--- src/rtl/lap_stop_watch.sv ---
// rtl/lap_stop_watch.sv - BCD MM:SS.cc stopwatch with prescaler, overflow policy and lap-time FIFO
module lap_stop_watch #(
    parameter int TICK_DIV  = 500000,
    parameter int LAP_DEPTH = 4,
    parameter bit WRAP      = 1'b1
) (
    input  logic                           clk,
    input  logic                           rst_n,
    input  logic                           enable,
    input  logic                           start_stop,
    input  logic                           clear,
    input  logic                           lap,
    input  logic                           lap_rd,
    output logic [23:0]                    time_bcd,
    output logic                           running,
    output logic [23:0]                    lap_bcd,
    output logic [$clog2(LAP_DEPTH+1)-1:0] lap_count,
    output logic                           lap_empty,
    output logic                           lap_full,
    output logic                           ovf
);

    localparam int PW = $clog2(TICK_DIV);
    localparam int AW = $clog2(LAP_DEPTH);
    localparam int CW = $clog2(LAP_DEPTH + 1);
    localparam logic [PW-1:0] PRE_LAST = PW'(TICK_DIV - 1);
    localparam logic [23:0]   MAX_TIME = 24'h995999;

    logic [PW-1:0] pre_cnt;
    logic [23:0]   lap_mem [LAP_DEPTH];
    logic [AW-1:0] wr_ptr;
    logic [AW-1:0] rd_ptr;

    logic          counting;
    logic          tick;
    logic          advance;
    logic          do_push;
    logic          do_pop;
    logic [AW-1:0] rd_nxt;
    logic [CW-1:0] cnt_nxt;
    logic [23:0]   head_nxt;

    // Increment MM:SS.cc; the tens-of-seconds digit is the only one rolling over at 5.
    function automatic logic [23:0] bcd_inc(input logic [23:0] t);
        logic [23:0] r;
        logic        carry;
        logic [3:0]  lim;
        r     = t;
        carry = 1'b1;
        for (int i = 0; i < 6; i++) begin
            lim = (i == 3) ? 4'd5 : 4'd9;
            if (carry) begin
                if (r[4*i +: 4] == lim) begin
                    r[4*i +: 4] = 4'd0;
                end else begin
                    r[4*i +: 4] = r[4*i +: 4] + 4'd1;
                    carry       = 1'b0;
                end
            end
        end
        return r;
    endfunction

    always_comb begin
        counting = running && enable;
        tick     = counting && (pre_cnt == PRE_LAST);
        // Once saturated, time must not move again until clear.
        advance  = tick && !(ovf && !WRAP);
        do_pop   = enable && lap_rd && (lap_count != '0);
        do_push  = enable && lap && ((lap_count != CW'(LAP_DEPTH)) || do_pop);
        rd_nxt   = do_pop ? rd_ptr + AW'(1) : rd_ptr;
        cnt_nxt  = lap_count + CW'(do_push) - CW'(do_pop);
        // A push landing in the slot that becomes the head is not in lap_mem yet.
        if (cnt_nxt == '0) begin
            head_nxt = 24'h0;
        end else if (do_push && (rd_nxt == wr_ptr)) begin
            head_nxt = time_bcd;
        end else begin
            head_nxt = lap_mem[rd_nxt];
        end
    end

    always_ff @(posedge clk) begin
        if (do_push && !clear) begin
            lap_mem[wr_ptr] <= time_bcd;
        end
    end

    always_ff @(posedge clk or negedge rst_n) begin
        if (!rst_n) begin
            pre_cnt   <= '0;
            time_bcd  <= 24'h0;
            running   <= 1'b0;
            ovf       <= 1'b0;
            wr_ptr    <= '0;
            rd_ptr    <= '0;
            lap_count <= '0;
            lap_bcd   <= 24'h0;
            lap_empty <= 1'b1;
            lap_full  <= 1'b0;
        end else if (clear) begin
            pre_cnt   <= '0;
            time_bcd  <= 24'h0;
            running   <= 1'b0;
            ovf       <= 1'b0;
            wr_ptr    <= '0;
            rd_ptr    <= '0;
            lap_count <= '0;
            lap_bcd   <= 24'h0;
            lap_empty <= 1'b1;
            lap_full  <= 1'b0;
        end else begin
            if (counting) begin
                pre_cnt <= tick ? '0 : pre_cnt + PW'(1);
            end
            if (advance) begin
                if (time_bcd == MAX_TIME) begin
                    ovf <= 1'b1;
                    if (WRAP) begin
                        time_bcd <= 24'h0;
                    end else begin
                        running <= 1'b0;
                    end
                end else begin
                    time_bcd <= bcd_inc(time_bcd);
                end
            end
            if (enable && start_stop) begin
                running <= ~running;
            end
            if (do_push) begin
                wr_ptr <= wr_ptr + AW'(1);
            end
            rd_ptr    <= rd_nxt;
            lap_count <= cnt_nxt;
            lap_bcd   <= head_nxt;
            lap_empty <= (cnt_nxt == '0);
            lap_full  <= (cnt_nxt == CW'(LAP_DEPTH));
        end
    end

endmodule

--- config.mk ---
export PLATFORM = sky130hd
export DESIGN_NAME = lap_stop_watch
export DESIGN_NICKNAME = d
export VERILOG_FILES = /design/src/rtl/lap_stop_watch.sv
export SDC_FILE = /design/constraint.sdc
export NUM_CORES = 1
export LEC_CHECK = 0
export ABC_CLOCK_PERIOD_IN_PS = 3700
export CAP_MARGIN = 40
export CORE_ASPECT_RATIO = 0.9
export CORE_UTILIZATION = 35
export CTS_CLUSTER_SIZE = 8
export DETAILED_ROUTE_END_ITERATION = 16
export PLACE_DENSITY = 0.6
export SYNTH_ARGS = -nofsm -noshare
export SYNTH_HDL_FRONTEND = slang
export SYNTH_SLANG_ARGS = --single-unit
--- constraint.sdc ---
create_clock -name clk -period 3.7 [get_ports clk]
set_input_delay 0.74 -clock clk [delete_from_list [all_inputs] [get_ports clk]]
set_output_delay 0.74 -clock clk [all_outputs]
set_load 0.01 [all_outputs]
==> results.py <==
metrics = {
    "clock_network": {
        "clock_latency_ns": 0.44,
        "numCtsBuffers": 17,
        "path_clk_slew_ns": 0.08,
        "htreeDepth": 4,
        "cts.repair.resized": 0,
        "cts.sinks": 174,
        "cts_root_buf": "clkbuf_16",
        "cts_tree": "done",
        "postCtsSetupBuffers": 0,
        "clockBufferDepth": 2,
        "hold_buffers": 0,
    },
    "job": {
        "cap_violations": 0,
    },
    "synthesis": {
        "synth_area_per_cell_um2": 10.32,
        "ys.warnings.count": 0,
        "synthCells": 821,
        "synth_seq_area_share_pct": 57.06,
        "syn_nets": 848,
        "synthArstFlopShare_pct": 44.83,
        "ys_ff_latch": 174,
        "syn_area_um2": 8474,
        "synth_flop_cell": "edfxtp_1",
        "synth_edf_count": 96,
        "ys_types": 60,
    },
    "timing": {
        "finalSetupViolCount": 0,
        "skew_ns": 0.01573,
        "worst_slack_ns": 0.4593,
        "max_freq_ghz": 0.3086,
        "fin_setup_tns_ns": 0,
        "fin_crit_sh_pct": 87.59,
        "hold_slack_ns": 0.2001,
        "min_period_ns": 3.241,
        "rsz0062_at_grt": "no",
        "tightest_slew_ns": 0.6529,
        "hold_viol_final": 0,
        "max_slew_margin_pct": 56.07,
        "maxSlewViolCount": 0,
    },
    "power_and_ir_drop": {
        "switching_share_pct": 29.72,
        "power_switching_mw": 1.561,
        "internal_power_mw": 3.690,
        "total_power_mw": 5.251,
        "leakage_nw": 3.541,
        "ir_drop_mv": 0.3418,
        "cellPowerDensity_nw_per_um2": 520.1,
        "p_clk_share_pct": 35.0,
        "combPwrFrac_pct": 21.8,
        "pwr-share-seq_pct": 43.3,
    },
    "placement": {
        "placedCellCount": 1151,
        "numPortBuffers": 61,
        "dpl_cell_area_um2": 9494,
        "detailedPlace.worstSlack_ns": 0.02732,
        "place_congestion": 0.7534,
        "hpwl_um": 12420,
    },
    "global_routing": {
        "grtUsageTotal_pct": 18.07,
        "grt_first_pass_wirelength_um": 34870,
        "grt_remaining_overflow": 0,
        "grt_pass1_vias": 6327,
        "grt_max_degree": 101,
        "antenna_found_initial": 0,
    },
    "cells_and_area": {
        "nFillCells": 2221,
        "fin_cells": 1183,
        "drive_gt1_share_pct": 8.627,
        "final_util_pct": 42.89,
        "syn2layout_area_growth_pct": 19.15,
        "fin_area_um2": 10100,
        "layout.nets": 895,
        "layout_commonest_cell": "nor3_1",
        "diodes": 0,
        "final_cell_mix": "nor3_1, edfxtp_1, dfrtp_1, clkdlybuf4s50_1, nand2_1",
    },
    "detailed_routing": {
        "drc": 8,
        "drt_iter0_markers": 567,
        "wl_per_cell_um": 18.16,
        "firstDrtPassIters": 11,
        "via_per_inst": 5.548,
        "vias": 6563,
        "ant_nets": 0,
        "drt_wl_total_um": 21480,
    },
    "floorplanning": {
        "core-area_um2": 23540,
        "placementRows": 53,
        "dieArea_um2": 24840,
        "die_w_um": 166.0,
        "num_io_pins": 62,
        "start_util_pct": 36.00,
        "die_y_um": 149.6,
    },
    "critical_path": {
        "crit_fanout": 24,
        "path_class": "primary input to flop",
        "arrival_ns": 3.55,
        "crit_path_start_kind": "primary input",
        "cp_cell_sequence": "clkdlybuf4s50_1, or4b_2, nand3_1, ha_1, inv_1, ha_1, fa_1, o31ai_4, buf_12, a21oi_1",
        "cpMaxStageDelayCell": "or4b_2",
        "crit_path_frequent_cell": "ha_1",
        "cp-end-kind": "flop",
        "required_ns": 4.01,
        "cp_slowest_stage_delay_ns": 0.66,
    },
    "status": {
        "run_status": "finished with violations",
        "violations": "design-rule violations",
    },
    "hold_path": {
        "min_path_type": "primary input to async pin",
    },
}
path summary, 6_finish.rpt:
| path | start | to | slack [ns] | depth (start not counted) |
|---|---|---|---|---|
| worst max-delay path | lap_rd | lap_bcd[5]$_DFF_PN0_ | 0.46 | 10 |
| worst min-delay path | rst_n | lap_bcd[9]$_DFF_PN0_ | 0.20 | 1 |
| worst max register to register | lap_count[1]$_DFF_PN0_ | lap_bcd[5]$_DFF_PN0_ | 0.74 | 9 |
| worst min register to register | ovf$_DFFE_PN0P_ | ovf$_DFFE_PN0P_ | 0.53 | 2 |
| max in group asynchronous | rst_n | rd_ptr[0]$_DFF_PN0_ | 2.68 | 2 |
| min in group clk | ovf$_DFFE_PN0P_ | ovf$_DFFE_PN0P_ | 0.53 | 2 |
power groups by stage:
stage	logic, mW	registers (mW)	clock network, mW
2_1_floorplan	0.565	2.34	0
3_3_place_gp	1.09	2.32	0
3_5_place_dp	1.14	2.32	0
4_1_cts	1.14	2.28	1.87
5_1_grt	1.24	2.29	1.93
6_report	1.14	2.27	1.84
registers in the layout (all words and copies together) (netlist names):
signal,count
lap_mem,96
lap_empty,1
lap_bcd,24
ovf,1
wr_ptr,2
pre_cnt,19
running,1
rd_ptr,2
lap_count,3
lap_full,1
time_bcd,24
final cells by class:
cell class	instances	area [um2]	area share [%]
Tap cell	302	377.9	3.742
Inverter	19	71.32	0.7063
Clock buffer	19	442.9	4.387
Timing Repair Buffer	84	858.3	8.501
Multi-Input combinational cell	572	3351	33.18
Sequential cell	174	4836	47.89
Clock inverter	13	160.2	1.586
synthesized netlist by cell type (3+ instances only):
| library cell | number | share of area, % |
|---|---|---|
| xnor2_1 | 11 | 1.1 |
| nand4_1 | 13 | 0.96 |
| inv_1 | 18 | 0.80 |
| o211ai_1 | 3 | 0.27 |
| clkbuf_1 | 44 | 1.9 |
| a21oi_1 | 42 | 2.5 |
| nand3_1 | 36 | 2.1 |
| and3b_1 | 3 | 0.31 |
| a211o_1 | 3 | 0.31 |
| buf_2 | 6 | 0.35 |
| nor3_1 | 192 | 11 |
| o21ai_0 | 17 | 1.0 |
| nand2b_1 | 3 | 0.22 |
| or2_2 | 4 | 0.30 |
| nor4_1 | 48 | 3.5 |
| dfrtp_1 | 77 | 23 |
| buf_1 | 4 | 0.18 |
| nor2b_1 | 3 | 0.22 |
| or3_1 | 10 | 0.74 |
| nor2_1 | 39 | 1.7 |
| edfxtp_1 | 96 | 34 |
| and2_1 | 8 | 0.59 |
| and4_2 | 3 | 0.35 |
| ha_1 | 19 | 2.8 |
| xor2_1 | 10 | 1.0 |
| nand2_1 | 58 | 2.6 |
| or4_1 | 7 | 0.62 |
| a31oi_1 | 4 | 0.30 |
logic make-up (layout without fill, tap and decap cells):
kind of cell,Yosys count,count (layout),share of synthesized area [%]
muxes,2,2,0.2362
DFF,174,174,57.06
xor gates and xnor gates,21,21,2.170
adders and majority gates,20,20,3.042
and+or+nand+nor,446,446,27.92
buffers and inverters,75,135,3.558
AOI/OAI and AO/OA,83,83,6.009
per-layer routing:
layer | vias up | GRT usage (%) | wire length [um]
met4 | 0 | 5.981 | 276
li1 | 3149 | - | -
met5 | - | 0 | 0
met2 | 146 | 29.24 | 10070
met1 | 3247 | 24.51 | 10210
met3 | 21 | 3.359 | 927
critical path: cells and delay by family:
kind	cells	cell delay, ns
AOI/OAI and AO/OA	2	0.44
adders and majority gates	3	0.86
and+or+nand+nor	2	0.79
buffers and inverters	3	0.71
Note: power is estimated with default switching activity, not from simulation.
